===== config.mk =====
export PLATFORM = sky130hd
export DESIGN_NAME = ctrl_fsm
export DESIGN_NICKNAME = d
export VERILOG_FILES = /design/src/rtl/ctrl_fsm.sv
export SDC_FILE = /design/constraint.sdc
export NUM_CORES = 1
export LEC_CHECK = 0
export ABC_CLOCK_PERIOD_IN_PS = 1700
export BUFFER_PORTS_ARGS = -buffer_cell sky130_fd_sc_hd__buf_4
export CORE_UTILIZATION = 50
export CTS_BUF_LIST = sky130_fd_sc_hd__clkbuf_4 sky130_fd_sc_hd__clkbuf_8
export DETAILED_ROUTE_END_ITERATION = 10
export HOLD_SLACK_MARGIN = 0.02
export PLACE_DENSITY_LB_ADDON = 0.15
export SYNTH_ARGS = -nofsm -noshare
export SYNTH_HDL_FRONTEND = slang
export SYNTH_SLANG_ARGS = --single-unit

===== constraint.sdc =====
create_clock -name clock -period 1.7 [get_ports clock]
set_clock_uncertainty 0.1 [all_clocks]
set_input_delay 0.34 -clock clock [delete_from_list [all_inputs] [get_ports clock]]
set_output_delay 0.34 -clock clock [all_outputs]
set_load 0.01 [all_outputs]

===== src/rtl/ctrl_fsm.sv =====
`default_nettype none
// ============================================================================
// Module      : ctrl_fsm
// Description : Multi-cycle processor control FSM. It sequences instruction
//               fetch, decode, execute and data-memory access. It bounds
//               every memory wait with a timeout, and it counts retired
//               instructions.
// Ports       : clock, reset      - clock; asynchronous active-high reset
//               inst_type[3:0]    - decoded instruction class held in the IR
//               mem_ready         - memory completes the current request
//               mem_req/mem_we/mem_size/addr_sel - memory request controls
//               ir_we, reg_we, wb_sel, pc_we, pc_sel - datapath strobes
//               halt, error, err_cause - status
//               state, instret     - debug observability
// Revision    : 1.0 - initial release
// ============================================================================
module ctrl_fsm #(
    parameter int MEM_TIMEOUT = 16
) (
    input  logic        clock,
    input  logic        reset,
    input  logic [3:0]  inst_type,
    input  logic        mem_ready,
    output logic        mem_req,
    output logic        mem_we,
    output logic [1:0]  mem_size,
    output logic        addr_sel,
    output logic        ir_we,
    output logic        reg_we,
    output logic [1:0]  wb_sel,
    output logic        pc_we,
    output logic        pc_sel,
    output logic        halt,
    output logic        error,
    output logic [1:0]  err_cause,
    output logic [3:0]  state,
    output logic [31:0] instret
);

    localparam int C_WAIT_W = $clog2(MEM_TIMEOUT + 1);

    typedef enum logic [3:0] {
        S_IDLE   = 4'd0,
        S_FETCH  = 4'd1,
        S_DECODE = 4'd2,
        S_EXEC   = 4'd3,
        S_MEM    = 4'd4,
        S_HALT   = 4'd5,
        S_ERROR  = 4'd6
    } state_t;

    state_t              r_state;
    state_t              w_next;
    logic [C_WAIT_W-1:0] r_wait;
    logic [1:0]          r_cause;
    logic [31:0]         r_instret;
    logic                w_cause_set;
    logic [1:0]          w_cause_val;
    logic                w_timeout;
    logic                w_wait_inc;

    // Instruction class decode; ss = 11 is not a legal load/store size.
    logic w_is_alu, w_is_upp, w_is_store, w_is_load, w_is_jump, w_is_ebreak;
    assign w_is_alu    = (inst_type == 4'b0001) || (inst_type == 4'b0010);
    assign w_is_upp    = (inst_type == 4'b0011);
    assign w_is_store  = (inst_type[3:2] == 2'b01) && (inst_type[1:0] != 2'b11);
    assign w_is_load   = (inst_type[3:2] == 2'b10) && (inst_type[1:0] != 2'b11);
    assign w_is_jump   = (inst_type == 4'b1100);
    assign w_is_ebreak = (inst_type == 4'b1101);

    assign w_timeout = (r_wait == C_WAIT_W'(MEM_TIMEOUT));

    always_comb begin
        w_next      = r_state;
        w_cause_set = 1'b0;
        w_cause_val = 2'b00;
        mem_req     = 1'b0;
        mem_we      = 1'b0;
        mem_size    = 2'b00;
        addr_sel    = 1'b0;
        ir_we       = 1'b0;
        reg_we      = 1'b0;
        wb_sel      = 2'b00;
        pc_we       = 1'b0;
        pc_sel      = 1'b0;
        halt        = 1'b0;
        error       = 1'b0;
        case (r_state)
            S_IDLE: begin
                w_next = S_FETCH;
            end
            S_FETCH: begin
                mem_req  = 1'b1;
                mem_size = 2'b10;
                if (mem_ready) begin
                    ir_we  = 1'b1;
                    w_next = S_DECODE;
                end else if (w_timeout) begin
                    w_next      = S_ERROR;
                    w_cause_set = 1'b1;
                    w_cause_val = 2'b10;
                end
            end
            S_DECODE: begin
                w_next = S_EXEC;
            end
            S_EXEC: begin
                if (w_is_alu || w_is_upp || w_is_jump) begin
                    reg_we = 1'b1;
                    pc_we  = 1'b1;
                    w_next = S_FETCH;
                    if (w_is_upp) begin
                        wb_sel = 2'd3;
                    end else if (w_is_jump) begin
                        wb_sel = 2'd2;
                        pc_sel = 1'b1;
                    end
                end else if (w_is_load || w_is_store) begin
                    w_next = S_MEM;
                end else if (w_is_ebreak) begin
                    w_next = S_HALT;
                end else begin
                    w_next      = S_ERROR;
                    w_cause_set = 1'b1;
                    w_cause_val = 2'b01;
                end
            end
            S_MEM: begin
                mem_req  = 1'b1;
                addr_sel = 1'b1;
                mem_size = inst_type[1:0];
                mem_we   = (inst_type[3:2] == 2'b01);
                if (mem_ready) begin
                    pc_we  = 1'b1;
                    w_next = S_FETCH;
                    if (w_is_load) begin
                        reg_we = 1'b1;
                        wb_sel = 2'd1;
                    end
                end else if (w_timeout) begin
                    w_next      = S_ERROR;
                    w_cause_set = 1'b1;
                    w_cause_val = 2'b11;
                end
            end
            S_HALT: begin
                halt = 1'b1;
            end
            S_ERROR: begin
                error = 1'b1;
            end
            default: begin
                w_next = S_IDLE;
            end
        endcase
    end

    // The counter only advances while a request keeps waiting in place. Any
    // state change clears it, so every entry to FETCH or MEM starts at zero.
    assign w_wait_inc = ((r_state == S_FETCH) || (r_state == S_MEM)) &&
                        !mem_ready && (w_next == r_state);

    always_ff @(posedge clock or posedge reset) begin
        if (reset) begin
            r_state   <= S_IDLE;
            r_wait    <= '0;
            r_cause   <= 2'b00;
            r_instret <= 32'd0;
        end else begin
            r_state <= w_next;
            r_wait  <= w_wait_inc ? (r_wait + C_WAIT_W'(1)) : '0;
            if (w_cause_set) begin
                r_cause <= w_cause_val;
            end
            if (pc_we) begin
                r_instret <= r_instret + 32'd1;
            end
        end
    end

    assign err_cause = r_cause;
    assign state     = r_state;
    assign instret   = r_instret;

endmodule
`default_nettype wire


==> run metrics, run 1 <==
status=finished with violations; failing checks=design-rule violations, negative setup slack; end-of-flow core utilization=a little over nine tenths; Yosys warning total=0; CTS root buffer=clkbuf_8; setup TNS=-14.07 ns; CP Cell Sequence=inv_1 > ha_2 > or4bb_4 > nor3_4 > a222oi_1 > xnor2_1 > buf_4 > nor3b_2; ANT cells=0; maximum VDD drop=about 0.0009 V; combinational power share=22.5%; GRT overflow=0; number of global-route vias before repair=2511; die footprint=slightly above 5000 um2; post-synthesis async set-or-reset flop share=100%; clock sinks=between 40 and 50; total wire length=10500 um; Final nets=between 300 and 400; worst min path class=reg2reg; FILL cells=130; Starting Density=53.8%; Slew @ Worst Pin=0.518 ns; initial antenna violation count=0; first-pass GRT wire length=13400 um; fmax=453 MHz; DRC=7; hold path cells=1; Slew headroom=~65%; 1st-pass router iterations=9; type of the worst setup path=reg2reg; CTS H-Tree Depth=2; switching share of total power=just over 30%; RSZ-0062 raised after global routing=yes; Num CTS Buffers=5; Final Max Slew Viols=0; most common cell in the netlist=dfrtp_1; PwrDens=about 600 nW/um2; number of buffer and inverter stages on the critical path=2; I/O pin count=just under 60; Worst R2R Path Depth=8; synth unique cells=50; CP top delay family=simple AND/OR/NAND/NOR gates; sequential share of power=between 40% and 50%; crit path max-delay cell type=or4bb_4; CP max stage delay=around 0.48 ns; Worst-path clk slew=~0.1 ns; Die Span Y=just over 70 um; min Tclk post-route=2.21 ns; Skew-Pair Late Insertion Delay=between 0.3 and 0.4 ns; CTS tree=done; post-route cell area=roughly 4200 um2; post-synth top area share=~45%; Die X=approximately 70 um; Avg Inst Size Synth=just over 10 um2; dpl hpwl=roughly 4200 um; Reg area=between 1000 and 1500 um2; Iteration-0 DRC Markers=between 200 and 250; RePlAce Congestion=~0.87; Clock Power Share=32.9%; wire length per cell=between 20 and 25 um; CP required=roughly 1.8 ns; Yosys reg bits=43; max cap viols=0; Clock Path Buffers=2; sequential-to-total area share from yosys stat=roughly 45%; Core Box Area=about 4500 um2; Yosys top cell by area=dfrtp_1; final worst slack=-0.507 ns; Placement Cell Area=roughly 3300 um2; DR vias/cell=about 6.4; mapped cell area=around 2400 um2; Synth area leaders=dfrtp_1, xor2_1, xnor2_1, nor3_2, nand2_1; Final Cycle Share=130%; syn nets=~250; CP max FO=4; Post-synth EDFFs=0; post-route ant nets=0; DR vias=about 2700; main flop type after synthesis=dfrtp_1; Psw=~0.80 mW; Hold Vio Cnt, Final=0; num rows=24; Worst Setup Start Kind=flip-flop; Final setup viols=55; largest net degree at the start of global routing=44; Total GRT Usage=between 30% and 40%; top cells by count, synth=dfrtp_1, xor2_1, nand2_1, nor2_1, inv_1; leakage dissipation=2.17 nW; area delta synth->final=75.0%; Crit. End Element=flip-flop; CP arrival=between 2 and 2.5 ns; area of the multi-input gates=1680 um2; port bufs=between 50 and 60; Worst Hold Slack=about 0.38 ns; Int Pwr=between 1.5 and 2 mW; layout cells sized above 1=between 50% and 60%; Synth Instances=roughly 240; WP depth=8; Total Power=roughly 2.6 mW
==> final timing paths <==
check	start	to	slack [ns]
setup / recovery	r_wait[0]	r_wait[1]	-0.51
min in group asynchronous	reset	instret[11]	0.55
max in group asynchronous	reset	state[0]	0.72
hold / removal	instret[31]	instret[31]	0.38
setup reg to reg	r_wait[0]	r_wait[1]	-0.51
hold reg to reg	instret[31]	instret[31]	0.38
==> state kept, by name, summed over array words and instances (netlist names) <==
register,flops
instret,32
r_wait,5
state,4
err_cause,2
==> per-layer routing <==
layer,GRT usage (%),part of all wire (%)
met2,61.3,49
met5,0,0
met4,18.9,8.2
met3,7.03,8.0
met1,42.3,35
==> cell usage in the layout (no fill, tap or decap), types with 2 or more instances in the layout <==
master / Yosys / layout
buf_6: 3 / 28
clkbuf_8: 0 / 5
clkbuf_16: 0 / 2
nor2_1: 18 / 5
nand2_2: 0 / 2
inv_1: 14 / 10
nand4_1: 4 / 4
nand2b_4: 0 / 3
xnor2_2: 0 / 4
a21boi_2: 0 / 2
xnor2_1: 12 / 8
a21oi_1: 3 / 2
nand2_1: 22 / 19
dfrtp_2: 0 / 4
buf_4: 3 / 98
nand3_1: 11 / 10
buf_12: 0 / 5
nor2_4: 0 / 12
or3b_4: 2 / 2
dfrtp_1: 43 / 39
nor4_4: 0 / 2
inv_2: 0 / 2
ha_1: 3 / 2
nor3_2: 10 / 3
and3_1: 7 / 6
xor2_1: 23 / 23
nand2b_1: 5 / 2
nor3_4: 1 / 20
o21ai_0: 3 / 3
==> repair_timing <==
action                                 in CTS  in global routing
hold buffers                                1                  0
gates resized for setup                    71                 42
endpoints found under the hold margin      43                  0
cloned                                      2                  0
pin swaps                                  49                 20
setup endpoints to repair                  44                 54
setup buffers                              13                 13
==> final cells by class <==
type / count / area share [%]
clock inverter: 3 / 1.04
sequential: 43 / 25.7
inverter: 14 / 1.40
timing repair buffer: 134 / 28.8
clock buffer: 5 / 1.63
multi-input combinational: 171 / 39.9
tap: 52 / 1.55
==> power by group through the flow <==
stage	clock network (mW)	logic [mW]	registers, mW
after floorplan	0	0.190	1.16
after detailed placement	0	0.388	1.15
final	0.853	0.583	1.15
after global placement	0	0.372	1.15
after CTS	0.810	0.460	1.14
after global routing	0.888	0.603	1.16
==> kinds of logic (layout without fill, tap and decap cells) <==
| group | count (synthesis) | after routing | share of synthesized area, % |
|---|---|---|---|
| and+or+nand+nor | 108 | 108 | 26.6 |
| DFF | 43 | 43 | 44.7 |
| xor gates and xnor gates | 35 | 35 | 12.7 |
| buffers and inverters | 24 | 156 | 5.36 |
| AOI/OAI and AO/OA | 22 | 22 | 7.96 |
| adders and majority gates | 3 | 3 | 1.56 |
| muxes | 2 | 2 | 0.884 |
| other | 1 | 1 | 0.156 |
==> through the flow <==
step           worst slack (ns)  cells
6_report                 -0.507    422
3_3_place_gp             -0.292    385
4_1_cts                  -0.295    409
2_1_floorplan            -0.223    238
3_5_place_dp             -0.338    385
5_1_grt                  -0.545    422
(Power assumes the default switching activity.)
==> run 2: changes to the inputs <==
--- a/config.mk
+++ b/config.mk
@@ -12,6 +12,7 @@
 export DETAILED_ROUTE_END_ITERATION = 10
 export HOLD_SLACK_MARGIN = 0.02
 export PLACE_DENSITY_LB_ADDON = 0.15
+export SKIP_CTS_REPAIR_TIMING = 1
 export SYNTH_ARGS = -nofsm -noshare
 export SYNTH_HDL_FRONTEND = slang
 export SYNTH_SLANG_ARGS = --single-unit
==> constraint.sdc (replaced) <==
create_clock -name clock -period 1.7 [get_ports clock]
set_clock_uncertainty 0.1 [all_clocks]
set_input_delay 0.085 -clock clock [delete_from_list [all_inputs] [get_ports clock]]
set_output_delay 0.085 -clock clock [all_outputs]
set_load 0.01 [all_outputs]
==> run 2 against run 1 <==
- the flow still finishes with violations (design-rule violations, negative setup slack)
- clock-buffer cell count did not move
- via count fell by 16%
- cell area fell by 9.5%
- final cell count fell by 3.8%
- largest cell class unchanged
- critical endpoint unchanged
- highest routed layer unchanged
- clock power fell by 20%
- critical path depth did not move
==> run metrics, run 2 (synthesis gave the netlist of run 1 again) <==
status=finished with violations; failing checks=design-rule violations, negative setup slack; Worst Hold Path EP=state[1]; min Tclk post-route=roughly 2.1 ns; Worst Hold Slack=between 0.2 and 0.25 ns; DR vias/cell=5.58; Non-Filler Instances=between 400 and 500; Worst R2R Start=r_wait[1]; DR vias=about 2300; Crit. End Element=flip-flop; Final Cycle Share=122%; fmax=just under 500 MHz; post-route ant nets=0; max cap viols=0; number of global-route vias before repair=a little over 2000; ANT cells=0; CTS tree=done; commonest cells after routing, fill and taps aside=buf_4, dfrtp_1, xor2_1; sequential share of power=just over 50%; PwrDens=589 nW/um2; port bufs=57; Hold Vio Cnt, Final=0; Total Power=2.25 mW; post-route cell area=roughly 3800 um2; CTS root buffer=clkbuf_8; layout cells sized above 1=roughly 53%; Placement Cell Area=approximately 3300 um2; Int Pwr=~1.6 mW; Final setup viols=between 40 and 50; pre-CTS setup slack=-0.317 ns; Clock Power Share=about 30%; final worst slack=-0.367 ns; end-of-flow core utilization=approximately 85%; 1st-pass router iterations=7; RePlAce Congestion=0.796; Final Max Slew Viols=0; switching share of total power=between 20 and 30%; worst min path class=in2reg; commonest non-fill, non-tap cell in the layout=buf_4; Starting Density=a little over half; Skew-Pair Late Insertion Delay=around 0.30 ns; CP max FO=4; I/O pin count=between 50 and 60; Core Box Area=4470 um2; Die Span Y=between 70 and 80 um; r2r setup slk=-0.37 ns; DRC=4; Clock Path Buffers=2; Largest register FFs=32; RSZ-0062 raised after global routing=yes; num rows=24; largest net degree at the start of global routing=44; CP required=1.83 ns; wire length per cell=about 17 um; Worst Setup SP=r_wait[1]; hold wc startpoint=mem_ready; dpl cells=around 390; area delta synth->final=58.4%; GRT overflow=0; first-pass GRT wire length=9460 um; Worst R2R Path Depth=8; Iteration-0 DRC Markers=approximately 150; CP arrival=~2.2 ns; total wire length=7000 um; initial antenna violation count=0; maximum VDD drop=~0.00055 V; Total GRT Usage=23.8%; setup TNS=-5.98 ns; leakage dissipation=between 1.5 and 2 nW; dpl hpwl=approximately 4200 um; clock sinks=between 40 and 50; hold path cells=4; Final nets=363; Psw=0.669 mW; combinational power share=between 10% and 20%; type of the worst setup path=reg2reg; Num CTS Buffers=5; Worst-path clk slew=0.09 ns; die footprint=roughly 5100 um2; Crit Reg-Reg Endpoint=r_wait[1]; Worst Setup Start Kind=flip-flop; CTS H-Tree Depth=2; Die X=between 70 and 80 um
-- run 2: cell count changes in the layout (fill, tap and decap cells not counted), sizes merged --
| cell | before | now |
|---|---|---|
| clkbuf | 7 | 5 |
| clkinv | 2 | 0 |
| inv | 13 | 15 |
| clkinvlp | 1 | 2 |
| buf | 131 | 117 |
| bufinv | 1 | 0 |
-- run 2: worst max path at each step --
stage                 to  depth (start not counted)  slack, ns
6_report       r_wait[1]                          8      -0.37
5_1_grt        r_wait[1]                          8      -0.45
4_1_cts        r_wait[1]                          8      -0.34
3_5_place_dp   r_wait[1]                          8      -0.32
3_3_place_gp   r_wait[1]                          8      -0.21
2_1_floorplan  r_wait[1]                          7      -0.16
-- run 2: metal layers --
metal | global-route usage (%) | vias up | wire [um]
met2 | 39.0 | 85 | 3660
met3 | 4.36 | 13 | 334
met1 | 32.8 | 1118 | 2930
met4 | 6.22 | 0 | 84
li1 | - | 1050 | -
met5 | 0 | - | 0
-- run 2: layout make-up --
class	instances	area [um2]
Clock buffer	5	68.8
Clock inverter	3	23.8
Fill cell	235	663
Inverter	14	52.6
Multi-Input combinational cell	171	1540
Sequential cell	43	1080
Tap cell	52	65.1
Timing Repair Buffer	118	980
-- run 2: critical path, stage by stage, from the launching register on --
cell and delay [ns]:
dfrtp_1 0.41, inv_2 0.06, ha_2 0.17, or4bb_4 0.47, nor3_2 0.13, a222oi_1 0.15, xnor2_1 0.18, buf_4 0.18
nor3b_2 0.15
-- run 2: power by group through the flow --
stage | clock network, mW | registers, mW | logic [mW]
3_3_place_gp | 0 | 1.15 | 0.363
5_1_grt | 0.729 | 1.14 | 0.452
4_1_cts | 0.699 | 1.13 | 0.371
3_5_place_dp | 0 | 1.15 | 0.371
2_1_floorplan | 0 | 1.16 | 0.182
6_report | 0.683 | 1.14 | 0.421
==> run 3: changes to the inputs <==
--- a/config.mk
+++ b/config.mk
@@ -5,9 +5,9 @@
 export SDC_FILE = /design/constraint.sdc
 export NUM_CORES = 1
 export LEC_CHECK = 0
-export ABC_CLOCK_PERIOD_IN_PS = 1700
+export ABC_CLOCK_PERIOD_IN_PS = 2000
 export BUFFER_PORTS_ARGS = -buffer_cell sky130_fd_sc_hd__buf_4
-export CORE_UTILIZATION = 50
+export CORE_UTILIZATION = 55
 export CTS_BUF_LIST = sky130_fd_sc_hd__clkbuf_4 sky130_fd_sc_hd__clkbuf_8
 export DETAILED_ROUTE_END_ITERATION = 10
 export HOLD_SLACK_MARGIN = 0.02
==> constraint.sdc (replaced) <==
create_clock -name clock -period 2 [get_ports clock]
set_clock_uncertainty 0.1 [all_clocks]
set_input_delay 0.1 -clock clock [delete_from_list [all_inputs] [get_ports clock]]
set_output_delay 0.1 -clock clock [all_outputs]
set_load 0.01 [all_outputs]
==> run 3 against run 2 <==
- the run ends with negative setup slack left
- clock-buffer cell count up 1
- die area down 8.8%
- total power down 22%
- sequential power down 16%
- global-route usage down 0.14 points
- sequential cell count unchanged
- setup slack better by 0.34 ns
- combinational power down 34%
- hold slack worse by 0.097 ns
- critical path type unchanged
==> run metrics, run 3 (synthesis gave the netlist of run 1 again) <==
wire length per cell=14.6 um; Final Cycle Share=102%; CTS H-Tree Depth=2; RePlAce Congestion=0.786; dpl hpwl=approximately 3700 um; Core Box Area=a little over 4000 um2; Skew-Pair Late Insertion Delay=a little under 0.3 ns; first-pass GRT wire length=between 8000 and 9000 um; Iteration-0 DRC Markers=131; Final Max Slew Viols=0; Starting Density=58.9%; I/O pin count=58; dpl cells=between 300 and 400; Total GRT Usage=between 20% and 30%; maximum VDD drop=0.000477 V; CP top delay family=simple AND/OR/NAND/NOR gates; CP Cell Sequence=inv_1 > ha_1 > or4bb_4 > nor3_2 > a222oi_1 > xnor2_1 > buf_4 > nor3b_1; Worst Hold Slack=~0.12 ns; Final nets=322; 1st-pass router iterations=4; Crit. End Element=flip-flop; CP max FO=4; final worst slack=-0.0303 ns; number of global-route vias before repair=~1800; post-route ant nets=0; Slew headroom=about 63%; fmax=around 490 MHz; Non-Filler Instances=approximately 360; DR vias/cell=roughly 5.4; type of the worst setup path=reg2reg; status=finished with violations; port bufs=57; Final setup viols=3; CP max stage delay=about 0.47 ns; worst min path class=in2reg; Worst Setup Start Kind=flip-flop; die footprint=~4600 um2; CP required=~2.1 ns; Worst Setup SP=r_wait[1]; total wire length=approximately 5300 um; Die X=68.1 um; RSZ-0062 raised after global routing=yes; DRC=0; layout cells sized above 1=between 30% and 40%; Worst R2R Start=r_wait[1]; largest net degree at the start of global routing=44; PwrDens=562 nW/um2; Slew @ Worst Pin=between 0.5 and 0.6 ns; Die Span Y=68.1 um; num rows=23; CTS tree=done; number of buffer and inverter stages on the critical path=2; commonest cells after routing, fill and taps aside=buf_4, dfrtp_1, xor2_1; CTS root buffer=clkbuf_8; min Tclk post-route=between 2 and 2.5 ns; initial antenna violation count=0; Largest register FFs=32; DR vias=between 1500 and 2000; area delta synth->final=29.7%; Num CTS Buffers=5; max cap viols=0; commonest non-fill, non-tap cell in the layout=buf_4; failing checks=negative setup slack; ANT cells=0; GRT overflow=0; Clock Path Buffers=2; Worst-path clk slew=about 0.070 ns; leakage dissipation=roughly 1.6 nW; hold wc startpoint=mem_ready; clock sinks=43; CP arrival=2.13 ns; crit path max-delay cell type=or4bb_4; Hold Vio Cnt, Final=0
[run 3: cell types whose count changed in the layout (fill, tap and decap cells not counted), sizes merged]
cell / change
buf: -41
clkbuf: +1
clkinvlp: -2
inv: -1
[run 3: area by class of cell]
cell class / instances / area [um2]
Clock buffer: 6 / 76.3
Fill cell: 300 / 965
Inverter: 14 / 52.6
Multi-Input combinational cell: 171 / 1260
Sequential cell: 43 / 1080
Tap cell: 50 / 62.6
Timing Repair Buffer: 77 / 593
[run 3: metal layers]
metal / GRT usage (%) / vias up / part of all wire, %
li1: - / 955 / -
met1: 30.9 / 952 / 45
met2: 38.7 / 48 / 49
met3: 6.00 / 10 / 4.6
met4: 6.77 / 0 / 1.4
met5: 0 / - / 0
[run 3: worst paths after layout]
check / endpoint / slack [ns] / depth (start not counted)
hold reg to reg: instret[31] / 0.37 / 1
setup / recovery: r_wait[1] / -0.03 / 8
min in group asynchronous: r_wait[0] / 0.40 / 4
max in group asynchronous: instret[24] / 1.02 / 4
hold / removal: r_wait[3] / 0.12 / 3
setup reg to reg: r_wait[1] / -0.03 / 8
[run 3: through the flow]
stage | utilization (%) | instance area [um2] | total power [mW] | setup WS [ns] | TNS, ns
floorplan | - | 2410 | 1.12 | 0.0335 | 0
CTS | 73.5 | 3000 | 1.76 | -0.0432 | -0.174
global placement | 71.6 | 2930 | 1.24 | -0.00320 | -0.00448
global route | 76.4 | 3120 | 1.84 | -0.119 | -0.471
finish | 76.4 | 3120 | 1.76 | -0.0303 | -0.0788
detailed placement | 71.6 | 2930 | 1.25 | -0.0246 | -0.0992
[run 3: report_power, final]
part | leakage, nW | internal, mW | total [mW] | switching, mW
clock network | 0.0406 | 0.246 | 0.516 | 0.269
registers | 0.558 | 0.908 | 0.962 | 0.0545
logic | 0.979 | 0.137 | 0.278 | 0.141
[run 3: tightest hold or removal path, stage by stage]
cell and delay (ns):
buf_4 0.11, a2111o_1 0.19, nor2_1 0.07
